==> src/rtl/npu8_core.sv <==
// NPU8 quantized arithmetic datapath: four registered stages from operand beat to result write,
// plus running max/min of the written results for the CPU interface.
module npu8_core #(
  parameter int ACC_W = 40
) (
  input  logic        CLK,
  input  logic        RESET,
  input  logic        SOFT_RESET,
  input  logic        START,
  input  logic [1:0]  OP,
  input  logic        INV_ASEL,
  input  logic        INV_BSEL,
  input  logic [31:0] AD_GAIN,
  input  logic [31:0] AD_QPARAM,
  input  logic [31:0] ML1_GAIN,
  input  logic [31:0] ML1_QPARAM,
  input  logic [7:0]  REQ_MID,
  input  logic [31:0] REQ_GAIN,
  input  logic        NPU_EN,
  input  logic [7:0]  A_RDATA,
  input  logic [7:0]  B_RDATA,
  output logic        LM_EN,
  output logic [7:0]  C_WDATA,
  output logic        BUSY,
  output logic [7:0]  RMAX,
  output logic [7:0]  RMIN
);

  typedef enum logic [1:0] {
    OP_ADD  = 2'd0,
    OP_MUL  = 2'd1,
    OP_RQT  = 2'd2,
    OP_PASS = 2'd3
  } op_t;

  localparam int P_W = 26;
  localparam logic signed [ACC_W-1:0] SAT_MAX = ACC_W'(255);

  op_t         cfg_op;
  logic        cfg_inv_a, cfg_inv_b;
  logic [31:0] cfg_ad_gain;
  logic [28:0] cfg_ad_qparam, cfg_ml1_qparam;
  logic [15:0] cfg_ml1_gain;
  logic [7:0]  cfg_req_mid;
  logic [20:0] cfg_req_gain;

  logic unused_cfg_bits;
  assign unused_cfg_bits = &{1'b0, AD_QPARAM[31:29], ML1_QPARAM[31:29], ML1_GAIN[31:16], REQ_GAIN[31:21]};

  // The datapath only ever sees this snapshot, so the CPU may reprogram inputs mid-run.
  always_ff @(posedge CLK) begin
    if (RESET) begin
      cfg_op         <= OP_ADD;
      cfg_inv_a      <= 1'b0;
      cfg_inv_b      <= 1'b0;
      cfg_ad_gain    <= '0;
      cfg_ad_qparam  <= '0;
      cfg_ml1_gain   <= '0;
      cfg_ml1_qparam <= '0;
      cfg_req_mid    <= '0;
      cfg_req_gain   <= '0;
    end else if (START) begin
      cfg_op         <= op_t'(OP);
      cfg_inv_a      <= INV_ASEL;
      cfg_inv_b      <= INV_BSEL;
      cfg_ad_gain    <= AD_GAIN;
      cfg_ad_qparam  <= AD_QPARAM[28:0];
      cfg_ml1_gain   <= ML1_GAIN[15:0];
      cfg_ml1_qparam <= ML1_QPARAM[28:0];
      cfg_req_mid    <= REQ_MID;
      cfg_req_gain   <= REQ_GAIN[20:0];
    end
  end

  logic [28:0] qparam;
  logic [7:0]  za, zb, zc;
  logic [4:0]  sh;

  // Requantize reuses its mid point as both input and output zero point.
  always_comb begin
    qparam = (cfg_op == OP_MUL) ? cfg_ml1_qparam : cfg_ad_qparam;
    za = qparam[7:0];
    zb = qparam[15:8];
    zc = qparam[23:16];
    sh = qparam[28:24];
    if (cfg_op == OP_RQT) begin
      za = cfg_req_mid;
      zc = cfg_req_mid;
      sh = cfg_req_gain[20:16];
    end
  end

  logic signed [8:0] da_raw, db_raw;
  logic signed [8:0] da1, db1;
  logic [7:0]        a1;
  logic              v1, v2, v3;

  assign da_raw = $signed({1'b0, A_RDATA}) - $signed({1'b0, za});
  assign db_raw = $signed({1'b0, B_RDATA}) - $signed({1'b0, zb});

  always_ff @(posedge CLK) begin
    if (RESET || SOFT_RESET) v1 <= 1'b0;
    else v1 <= NPU_EN && !START;
    da1 <= cfg_inv_a ? -da_raw : da_raw;
    db1 <= cfg_inv_b ? -db_raw : db_raw;
    a1  <= A_RDATA;
  end

  logic [15:0]          ga, gb, gr, gm;
  logic signed [24:0]   prod_a, prod_b, prod_r;
  logic signed [17:0]   prod_m;
  logic signed [P_W-1:0] p_next, p2;

  assign ga = cfg_ad_gain[15:0];
  assign gb = cfg_ad_gain[31:16];
  assign gr = cfg_req_gain[15:0];
  assign gm = cfg_ml1_gain;

  assign prod_a = {{16{da1[8]}}, da1} * {{9{ga[15]}}, ga};
  assign prod_b = {{16{db1[8]}}, db1} * {{9{gb[15]}}, gb};
  assign prod_r = {{16{da1[8]}}, da1} * {{9{gr[15]}}, gr};
  assign prod_m = {{9{da1[8]}}, da1} * {{9{db1[8]}}, db1};

  always_comb begin
    case (cfg_op)
      OP_ADD:  p_next = {prod_a[24], prod_a} + {prod_b[24], prod_b};
      OP_MUL:  p_next = {{8{prod_m[17]}}, prod_m};
      OP_RQT:  p_next = {prod_r[24], prod_r};
      default: p_next = {18'd0, a1};
    endcase
  end

  always_ff @(posedge CLK) begin
    if (RESET || SOFT_RESET) v2 <= 1'b0;
    else v2 <= v1;
    p2 <= p_next;
  end

  logic signed [ACC_W-1:0] p2_x, gm_x, acc_next, acc3;

  assign p2_x = {{(ACC_W-P_W){p2[P_W-1]}}, p2};
  assign gm_x = {{(ACC_W-16){gm[15]}}, gm};
  assign acc_next = (cfg_op == OP_MUL) ? p2_x * gm_x : p2_x;

  always_ff @(posedge CLK) begin
    if (RESET || SOFT_RESET) v3 <= 1'b0;
    else v3 <= v2;
    acc3 <= acc_next;
  end

  logic signed [ACC_W-1:0] rnd, acc_rnd, acc_sh, acc_zc;
  logic [7:0]              c_next;

  // Round half up before the arithmetic shift, then clamp to the uint8 output range.
  always_comb begin
    rnd = '0;
    if (sh != 5'd0) rnd = {{(ACC_W-1){1'b0}}, 1'b1} << (sh - 5'd1);
    acc_rnd = acc3 + rnd;
    acc_sh  = acc_rnd >>> sh;
    acc_zc  = acc_sh + $signed({{(ACC_W-8){1'b0}}, zc});
    if (cfg_op == OP_PASS) c_next = acc3[7:0];
    else if (acc_zc[ACC_W-1]) c_next = 8'h00;
    else if (acc_zc > SAT_MAX) c_next = 8'hFF;
    else c_next = acc_zc[7:0];
  end

  always_ff @(posedge CLK) begin
    if (RESET) begin
      LM_EN   <= 1'b0;
      C_WDATA <= 8'h00;
    end else if (SOFT_RESET) begin
      LM_EN <= 1'b0;
    end else begin
      LM_EN <= v3;
      if (v3) C_WDATA <= c_next;
    end
  end

  // Statistics lag the result beat by one cycle; any clear wins over an update.
  always_ff @(posedge CLK) begin
    if (RESET || SOFT_RESET || START) begin
      RMAX <= 8'h00;
      RMIN <= 8'hFF;
    end else if (LM_EN) begin
      if (C_WDATA > RMAX) RMAX <= C_WDATA;
      if (C_WDATA < RMIN) RMIN <= C_WDATA;
    end
  end

  assign BUSY = v1 | v2 | v3 | LM_EN;

endmodule

==> config.mk <==
export PLATFORM = sky130hd
export DESIGN_NAME = npu8_core
export DESIGN_NICKNAME = d
export VERILOG_FILES = /design/src/rtl/npu8_core.sv
export SDC_FILE = /design/constraint.sdc
export NUM_CORES = 2
export LEC_CHECK = 0
export BUFFER_PORTS_ARGS = -buffer_cell sky130_fd_sc_hd__buf_2
export CORE_ASPECT_RATIO = 0.7
export CORE_UTILIZATION = 45
export CTS_BUF_LIST = sky130_fd_sc_hd__clkbuf_2 sky130_fd_sc_hd__clkbuf_4 sky130_fd_sc_hd__clkbuf_8
export DETAILED_ROUTE_END_ITERATION = 8
export PLACE_DENSITY = 0.66
export SETUP_SLACK_MARGIN = 0.02
export SYNTH_ARGS = -nofsm -noshare
export SYNTH_HDL_FRONTEND = slang
export SYNTH_SLANG_ARGS = --single-unit
==> constraint.sdc <==
create_clock -name CLK -period 8.6 [get_ports CLK]
set_clock_uncertainty 0.2 [all_clocks]
set_input_delay 0.86 -clock CLK [delete_from_list [all_inputs] [get_ports CLK]]
set_output_delay 0.86 -clock CLK [all_outputs]
set_load 0.03 [all_outputs]
==> results_dict.tcl <==
set metrics [dict create \
    clkTransAtPathRegs_ns 0.07 \
    min_to "a1[0]" \
    grt_max_degree 87 \
    rrSetupSlack_ns 0.27 \
    worstHoldStart "A_RDATA[0]" \
    cts_hold_buf 0 \
    path_max_fanout 11 \
    place_congestion 0.983 \
    fin_util_pct 50.7 \
    crit_slowest_cell "dfxtp_4" \
    vias 41400 \
    arrival_ns 8.65 \
    area_growth_syn_to_layout_pct 11.8 \
    design_area_um2 56100 \
    hp-class "primary input to flop" \
    initial_utilization_pct 45.4 \
    synth_top_cell_by_area "fa_1" \
    dp.cells 7395 \
    crit_type "flop to flop" \
    fp.coreArea_um2 111000 \
    critPathLaunchType "flop" \
    rsz0062_at_grt "true" \
    cts_htree_levels 2 \
    drt_first_pass_iters 6 \
    hold_viol 0 \
    totalWireLength_mm 154 \
    die_h_um 281 \
    die-area_um2 113000 \
    syn_inst 5775 \
    drtIter0Drc 3999 \
    ys_types 119 \
    overflow 0 \
    final_nets 7437 \
    timing.fmax_mhz 120 \
    ys_ff_latch 259 \
    fin_crit_ns 8.33 \
    hold_slack_ns 0.124 \
    final_cell_count_no_fill 7514 \
    cp_common_cell "buf_4" \
    layout-drive-gt1-share_pct 13.7 \
    ys_seq_area_share_pct 10.3 \
    synthesis.area_um2 50100 \
    drcViolationCount 0 \
    die_x_um 401 \
    status "complete, no violations" \
    hold_depth 1 \
    avgSynthCellArea_um2 8.68 \
    post_drt_via_cell_ratio 5.51 \
    cp_slowest_stage_delay_ns 0.44 \
    async_reset_ff_share_pct 0 \
    synth_top_area_share_pct 34.5 \
    synthTopCellsByArea "fa_1 35%, dfxtp_1 10%, ha_1 9.0%, inv_1 7.0%, nand2_1 5.9%" \
    r2r_start "cfg_op[0]" \
    rows 102 \
    dp_hpwl_mm 126 \
    clock_path_buffers 3 \
    synthTopCellsByCount "935 x inv_1, 865 x fa_1, 785 x nand2_1" \
    crit_family "compound AO/OA/AOI/OAI gates" \
    cts_root_buffer "clkbuf_8" \
    finalCritPeriodShare_pct 96.8 \
    grt_pass1_vias 40700 \
    cts_made_buffers 47 \
    r2r-end "C_WDATA[5]" \
    grt_pass1_wl_mm 241 \
    synth_edf_count 0 \
    post_dp_cell_area_um2 53900 \
    grt_antenna_before_repair 10 \
    cts_tree "yes" \
    port_buffers 185 \
    slew_viol_final 0 \
    wl_per_cell_um 20.5 \
    drtAntennaViolNets 0 \
    ioPinCount 219 \
    maxCapViolations 0 \
    cp-end-kind "flop" \
    finalSetupViolCount 0 \
    clock_latency_ns 0.73 \
    worstMarginPinSlew_ns 1.25 \
    track_usage_pct 27.4 \
    critPathRequiredTime_ns 8.93 \
    crit_buf_inv 7 \
    crit_cells 39 \
    max_slew_margin_pct 16.5 \
    r2r_cells 39 \
    clkSinkCount 259 \
    synth_most_common_cell "inv_1" \
    ys.warnings.count 0 \
    ys.flop_type "dfxtp_1" \
    synth_fp_nets 7194 \
]
[area by class of cell]
| class | instances | area, um2 |
|---|---|---|
| Inverter | 936 | 3510 |
| Multi-Input combinational cell | 4262 | 40900 |
| Antenna cell | 2 | 5.00 |
| Clock inverter | 21 | 300 |
| Timing Repair Buffer | 512 | 3480 |
| Sequential cell | 259 | 5200 |
| Tap cell | 1456 | 1820 |
| Fill cell | 10400 | 54400 |
| Clock buffer | 66 | 858 |
[registers in the layout (all words and copies together), names as in the netlist, 2 cells and up]
register	count
cfg_ad_gain	32
RMIN	8
da1	9
cfg_req_mid	8
db1	9
RMAX	8
cfg_ml1_gain	16
cfg_op	2
cfg_req_gain	21
C_WDATA	8
a1	8
acc3	40
cfg_ad_qparam	29
cfg_ml1_qparam	29
p2	26
[cell usage in the layout (no fill, tap or decap), types with 23 or more instances in the layout]
cell	instances
a211oi_1	32
a21o_1	36
a21oi_1	180
a21oi_2	23
and2_1	318
and3_1	25
buf_2	183
buf_4	317
clkbuf_8	59
dfxtp_1	249
fa_1	865
ha_1	355
inv_1	935
mux2i_1	192
nand2_1	772
nand2b_1	98
nand3_1	47
nand4_1	31
nor2_1	323
nor2b_1	28
nor3_1	50
o211ai_1	46
o21a_1	30
o21ai_0	139
o21ai_1	23
o21bai_1	28
xnor2_1	116
xor2_1	49
[logic make-up (layout without fill, tap and decap cells)]
family	Yosys count	after routing	synth area share, %
and+or+nand+nor	1817	1817	17.2
muxes	233	233	4.88
AOI/OAI and AO/OA	815	815	11.3
adders and majority gates	1226	1226	43.5
buffers and inverters	1254	1535	9.77
other	1	3	0.00748
xor gates and xnor gates	170	170	2.98
DFF	259	259	10.3
[stage by stage]
| step | worst slack (ns) | setup TNS, ns |
|---|---|---|
| 6_report | 0.274 | 0 |
| 5_1_grt | -0.0878 | -0.446 |
| 4_1_cts | 0.0286 | 0 |
| 3_5_place_dp | -0.0879 | -0.499 |
| 3_3_place_gp | 0.0616 | 0 |
| 2_1_floorplan | 0.0396 | 0 |
[worst register-to-register path: cells and delay by family, from the launching register on]
kind,cells,cell delay (ns)
mux,2,0.51
compound gates,18,3.58
simple gates,10,1.60
fa+ha+maj,2,0.60
buf+inv,7,1.25
flops,1,0.44
[per-layer routing]
layer | vias to the layer above | track usage [%] | wire length, um
met5 | - | 0 | 149
met4 | 20 | 3.63 | 2120
met3 | 174 | 7.62 | 17500
met2 | 1855 | 38.0 | 61500
met1 | 20500 | 42.5 | 72700
li1 | 18900 | - | -
[worst max path at each step]
stage               startpoint    endpoint  slack (ns)
finish               cfg_op[0]  C_WDATA[5]        0.27
detailed placement   cfg_op[0]  C_WDATA[7]       -0.09
global route         cfg_op[0]  C_WDATA[5]       -0.09
global placement     cfg_op[0]  C_WDATA[5]        0.06
floorplan            cfg_op[1]  C_WDATA[2]        0.04
CTS                  cfg_op[0]  C_WDATA[3]        0.03
[repair_timing]
action                     4_1_cts  5_1_grt
gates cloned                     0        0
gates resized for setup          5      166
pin swaps                        1       23
setup endpoints to repair        8       13
setup buffers                    0       30
Power is left out: the tool's default activity adds up to more than one toggle a clock period on the data nets, which glitch-free logic cannot reach.
